==> src/rtl/sync_event_sched.sv <==
`default_nettype none
// ============================================================================
// Module   : sync_event_sched
// Brief    : Per-slot delayed digital events merged round-robin onto one
//            valid/ready sync port. Define SYNC_EVENT_SCHED_INERTIAL_EN for
//            inertial (replace pending) requests; default is transport (stall).
// Revision : 1.0 - initial release
// ============================================================================
module sync_event_sched #(
    parameter int NREQ = 4,
    parameter int DW   = 8
) (
    input  logic                    clk,
    input  logic                    rst_n,
    input  logic [NREQ-1:0]         req,
    input  logic [NREQ-1:0]         req_val,
    input  logic [NREQ*DW-1:0]      req_dly,
    output logic [NREQ-1:0]         req_ack,
    output logic [NREQ-1:0]         busy,
    output logic                    out_valid,
    output logic [$clog2(NREQ)-1:0] out_id,
    output logic                    out_val,
    input  logic                    out_ready,
    output logic [15:0]             evt_cnt,
    output logic [15:0]             cancel_cnt
);

    localparam int c_IW   = $clog2(NREQ);
    localparam int c_SUMW = c_IW + 1;

    typedef enum logic [1:0] {
        S_IDLE = 2'd0,
        S_WAIT = 2'd1,
        S_DUE  = 2'd2
    } slot_state_t;

    logic [NREQ-1:0] w_due;
    logic [NREQ-1:0] w_val_vec;
    logic [NREQ-1:0] w_grant_vec;
    logic [NREQ-1:0] w_due_rot;
    logic [NREQ-1:0] w_val_rot;
    logic            w_load;
    logic            w_grant_any;
    logic [c_IW-1:0] w_grant_id;
    logic            w_grant_val;
    logic [c_SUMW-1:0] w_sum;

    logic [c_IW-1:0] r_rr;
    logic            r_out_valid;
    logic [c_IW-1:0] r_out_id;
    logic            r_out_val;
    logic [15:0]     r_evt_cnt;

`ifdef SYNC_EVENT_SCHED_INERTIAL_EN
    logic [NREQ-1:0] w_repl_vec;
    logic [15:0]     w_cancel_inc;
    logic [15:0]     r_cancel_cnt;
`endif

    // The stage may take a new event when empty or when the current one leaves.
    assign w_load = !r_out_valid || out_ready;

    // Rotate so bit 0 is the slot after the last grant; first set bit wins.
    assign w_due_rot = NREQ'({w_due, w_due} >> r_rr);
    assign w_val_rot = NREQ'({w_val_vec, w_val_vec} >> r_rr);

    always_comb begin
        w_grant_any = 1'b0;
        w_grant_id  = '0;
        w_grant_val = 1'b0;
        w_sum       = '0;
        for (int k = 0; k < NREQ; k++) begin
            if (!w_grant_any && w_due_rot[k]) begin
                w_grant_any = 1'b1;
                w_grant_val = w_val_rot[k];
                w_sum       = {1'b0, r_rr} + c_SUMW'(k);
                if (w_sum >= c_SUMW'(NREQ)) begin
                    w_sum = w_sum - c_SUMW'(NREQ);
                end
                w_grant_id  = w_sum[c_IW-1:0];
            end
        end
    end

    for (genvar i = 0; i < NREQ; i++) begin : g_slot
        slot_state_t   r_state;
        slot_state_t   w_state_nxt;
        logic [DW-1:0] r_cnt;
        logic [DW-1:0] w_cnt_nxt;
        logic          r_val;
        logic          w_val_nxt;
        logic          r_ack;
        logic          w_cap;
        logic          w_repl;
        logic [DW-1:0] w_dly;

        assign w_dly = req_dly[i*DW +: DW];
        assign w_grant_vec[i] = w_load && w_grant_any && (w_grant_id == c_IW'(i));

`ifdef SYNC_EVENT_SCHED_INERTIAL_EN
        // A request on a pending slot replaces it unless the slot leaves this edge.
        assign w_repl = req[i] && ((r_state == S_WAIT) ||
                                   ((r_state == S_DUE) && !w_grant_vec[i]));
        assign w_repl_vec[i] = w_repl;
`else
        assign w_repl = 1'b0;
`endif

        always_ff @(posedge clk or negedge rst_n) begin
            if (!rst_n) begin
                r_state <= S_IDLE;
                r_cnt   <= '0;
                r_val   <= 1'b0;
                r_ack   <= 1'b0;
            end else begin
                r_state <= w_state_nxt;
                r_cnt   <= w_cnt_nxt;
                r_val   <= w_val_nxt;
                r_ack   <= w_cap;
            end
        end

        always_comb begin
            w_state_nxt = r_state;
            w_cnt_nxt   = r_cnt;
            w_val_nxt   = r_val;
            w_cap       = 1'b0;
            case (r_state)
                S_IDLE: begin
                    w_cap = req[i];
                end
                S_WAIT: begin
                    if (w_repl) begin
                        w_cap = 1'b1;
                    end else if (r_cnt == '0) begin
                        w_state_nxt = S_DUE;
                    end else begin
                        w_cnt_nxt = r_cnt - 1'b1;
                    end
                end
                S_DUE: begin
                    // A grant with req high recaptures directly, skipping IDLE.
                    if (w_grant_vec[i]) begin
                        w_state_nxt = S_IDLE;
                        w_cap       = req[i];
                    end else if (w_repl) begin
                        w_cap = 1'b1;
                    end
                end
                default: begin
                    w_state_nxt = S_IDLE;
                end
            endcase
            if (w_cap) begin
                w_state_nxt = S_WAIT;
                w_cnt_nxt   = w_dly;
                w_val_nxt   = req_val[i];
            end
        end

        assign w_due[i]     = (r_state == S_DUE);
        assign w_val_vec[i] = r_val;
        assign busy[i]      = (r_state != S_IDLE);
        assign req_ack[i]   = r_ack;
    end

    always_ff @(posedge clk or negedge rst_n) begin
        if (!rst_n) begin
            r_out_valid <= 1'b0;
            r_out_id    <= '0;
            r_out_val   <= 1'b0;
            r_rr        <= '0;
            r_evt_cnt   <= '0;
        end else begin
            if (r_out_valid && out_ready) begin
                r_evt_cnt <= r_evt_cnt + 16'd1;
            end
            if (w_load) begin
                r_out_valid <= w_grant_any;
                if (w_grant_any) begin
                    r_out_id  <= w_grant_id;
                    r_out_val <= w_grant_val;
                    r_rr      <= (w_grant_id == c_IW'(NREQ - 1)) ? '0 : w_grant_id + 1'b1;
                end
            end
        end
    end

`ifdef SYNC_EVENT_SCHED_INERTIAL_EN
    always_comb begin
        w_cancel_inc = '0;
        for (int k = 0; k < NREQ; k++) begin
            w_cancel_inc = w_cancel_inc + 16'(w_repl_vec[k]);
        end
    end

    always_ff @(posedge clk or negedge rst_n) begin
        if (!rst_n) begin
            r_cancel_cnt <= '0;
        end else begin
            r_cancel_cnt <= r_cancel_cnt + w_cancel_inc;
        end
    end

    assign cancel_cnt = r_cancel_cnt;
`else
    assign cancel_cnt = 16'h0000;
`endif

    assign out_valid = r_out_valid;
    assign out_id    = r_out_id;
    assign out_val   = r_out_val;
    assign evt_cnt   = r_evt_cnt;

endmodule
`default_nettype wire

==> config.mk <==
export PLATFORM = sky130hd
export DESIGN_NAME = sync_event_sched
export DESIGN_NICKNAME = d
export VERILOG_FILES = /design/src/rtl/sync_event_sched.sv
export SDC_FILE = /design/constraint.sdc
export NUM_CORES = 1
export LEC_CHECK = 0
export BUFFER_PORTS_ARGS = -buffer_cell sky130_fd_sc_hd__buf_2
export CORE_MARGIN = 10
export CORE_UTILIZATION = 49
export DETAILED_ROUTE_END_ITERATION = 10
export PLACE_DENSITY = 0.76
export SYNTH_ARGS = -nofsm -noshare
export SYNTH_HDL_FRONTEND = slang
export SYNTH_SLANG_ARGS = --single-unit
==> constraint.sdc <==
create_clock -name clk -period 2.5 [get_ports clk]
set_input_delay 0.5 -clock clk [delete_from_list [all_inputs] [get_ports clk]]
set_output_delay 0.5 -clock clk [all_outputs]
set_load 0.1 [all_outputs]
==> results.toml <==
[run_status]
status = "finished clean"

[final_layout]
postLayoutCellArea_mm2 = 0.004603
nets = 559
drive_gt1_share_pct = 23.82
layout_commonest_cell = "nand2_1"
antenna_cells = 0
area_growth_pct = 16.65
layout_common_cells = "nand2_1 (81), dfrtp_1 (70), buf_2 (70)"
fill_cells = 717

[die]
die_area_mm2 = 0.01204
initial_core_util_pct = 50.81
num_rows = 32
io_pins = 87
die_y_um = 109.7
die_w_um = 109.7
core_area_mm2 = 0.007767

[routing]
routed_wl_um = 8329
drtIter0Drc = 162
final_antenna_net_count = 0
drt-vias-per-instance = 5.134
vias = 3132
drc = 0
wl_per_cell_um = 13.65
firstDrtPassIters = 4

[setup_path]
path_class = "reg -> reg"
required_ns = 2.74
cp.arrival_ns = 2.54
cp-end-kind = "flip-flop"
critPathLaunchType = "flip-flop"
rr_worst_depth = 12
path_max_fanout = 13

[global_routing]
grtUsageTotal_pct = 14.02
grt_pass1_wl_um = 13810
antenna_found_initial = 0
grt_max_degree = 38
grt_pass1_vias = 3047
grt_overflow_total = 0

[cts]
clk_path_buf_depth = 2
clk_pin_slew_ns = 0.08
cts_tree = "yes"
h-tree-depth = 3
cts_sinks = 70
numCtsBuffers = 9
root_buffer = "clkbuf_8"
cts_setup_buffers = 0
insertion_delay_ns = 0.34

[sta]
finalHoldViolCount = 0
rsz0062_at_grt = "no"
drv_slew = 0
setup_viol = 0
whs_ns = 0.3378
worst_slew_pin_slew_ns = 0.5889
skew_ns = 0.007727
setup_tns_ns = 0
min_period_ns = 2.292
relSlewSlack_pct = 60.38
max_freq_mhz = 436.4
finalCritPeriodShare_pct = 91.67

[place]
place.gp.congestion = 0.9095
port_buffers = 70
placed_cell_area_mm2 = 0.004342
detailed_place_hpwl_um = 6447

[yosys]
yosysWarningCount = 0
synth.avg_cell_area_um2 = 9.242
async_flop_share_pct = 100.0
synth_seq_cells = 70
synth_edf_count = 0
synthesis.area_mm2 = 0.003946
synth-seq-area-share_pct = 44.39
synthDistinctLibCells = 62
synth-main-ff-cell = "dfrtp_1"
postSynthCellCount = 427

[worst_hold_path]
hold_class = "in -> reg"
worstHoldPathCells = 3

[run]
max_cap_violations = 0

[power_and_ir_drop]
p_leak_nw = 2.162
peakVddDrop_uv = 700.9
power_density_mw_per_mm2 = 1354
[area by class of cell]
type,instances,area [µm²],area share (%)
inverter,20,82.58,1.794
clock inverter,7,120.1,2.609
timing repair buffer,83,462.9,10.06
tap,102,127.6,2.772
sequential,70,1752,38.05
clock buffer,9,123.9,2.691
multi-input combinational,319,1934,42.02
[synthesized netlist by cell type (9+ instances only)]
| master | n | area (µm²) |
|---|---|---|
| nor3_1 | 9 | 45.04 |
| inv_1 | 16 | 60.06 |
| nand2_1 | 81 | 304.0 |
| nand3_1 | 15 | 75.07 |
| xor2_1 | 14 | 122.6 |
| a21oi_1 | 10 | 50.05 |
| nor2_1 | 22 | 82.58 |
| ha_1 | 13 | 162.7 |
| buf_4 | 23 | 172.7 |
| nand2b_1 | 11 | 68.82 |
| xnor2_1 | 22 | 192.7 |
| o21ai_0 | 22 | 110.1 |
| dfrtp_1 | 70 | 1752 |
[worst max-delay path, cell delays in order (launching register included)]
cell,delay (ns)
dfrtp_1,0.40
nor2b_1,0.13
buf_4,0.16
nor3_1,0.20
nor3_1,0.08
buf_4,0.16
inv_1,0.08
ha_1,0.19
a21boi_2,0.06
or3b_4,0.44
inv_6,0.13
nand2_1,0.07
o311ai_1,0.07
[where the power goes]
group / total (mW) / internal, mW / switching [mW]
combinational: 3.07 / 0.969 / 2.10
sequential: 2.05 / 1.59 / 0.457
clock: 1.12 / 0.668 / 0.451
[cells by family (layout without fill, tap and decap cells)]
group / Yosys count / after routing / share of synthesized area (%)
DFF: 70 / 70 / 44.39
adders and majority gates: 13 / 13 / 4.122
buffers and inverters: 53 / 119 / 8.085
other: 1 / 16 / 0.09503
xor gates and xnor gates: 36 / 36 / 7.990
AOI/OAI and AO/OA: 69 / 69 / 11.57
and+or+nand+nor: 180 / 180 / 22.42
muxes: 5 / 5 / 1.332
[layer usage]
metal  global-route usage, %  share of wire [%]  vias to the layer above
met5                       0                  0                        -
met4                   2.695               0.54                        0
li1                        -                  -                     1567
met2                   22.40                 45                       93
met3                   6.202                9.8                        5
met1                   17.29                 44                     1467
[final timing paths]
path / start / to / slack, ns
max reg2reg: g_slot[1].r_state[1]$_DFFE_PN0P_ / g_slot[0].r_cnt[7]$_DFFE_PN0P_ / 0.21
max in group asynchronous: rst_n / g_slot[2].r_cnt[6]$_DFFE_PN0P_ / 1.37
min in group asynchronous: rst_n / g_slot[0].r_cnt[2]$_DFFE_PN0P_ / 0.51
min: req_dly[2] / g_slot[0].r_cnt[2]$_DFFE_PN0P_ / 0.34
max: g_slot[1].r_state[1]$_DFFE_PN0P_ / g_slot[0].r_cnt[7]$_DFFE_PN0P_ / 0.21
min reg2reg: evt_cnt[15]$_DFFE_PN0P_ / evt_cnt[15]$_DFFE_PN0P_ / 0.47
[timing repair]
action | in CTS | in global routing
resized for setup | 0 | 3
setup endpoints to repair | 0 | 11
hold buffers | 1 | 0
hold endpoints to repair | 4 | 0
[sequential cells by signal, indices dropped and copies added, names as in the netlist]
signal          cells
evt_cnt            16
g_slot.r_ack        4
g_slot.r_cnt       32
g_slot.r_state      8
g_slot.r_val        4
out_id              2
out_val             1
out_valid           1
r_rr                2
[stage by stage]
stage	setup WS [ns]	util, %	total power [mW]	std cells
floorplan	0.1112	-	4.584	442
global placement	0.1847	55.90	5.037	593
detailed placement	0.08894	55.90	5.120	593
CTS	0.07810	59.17	6.274	610
global route	0.01775	59.26	6.688	610
finish	0.2084	59.26	6.233	610
Note: power is estimated with default switching activity, not from simulation.
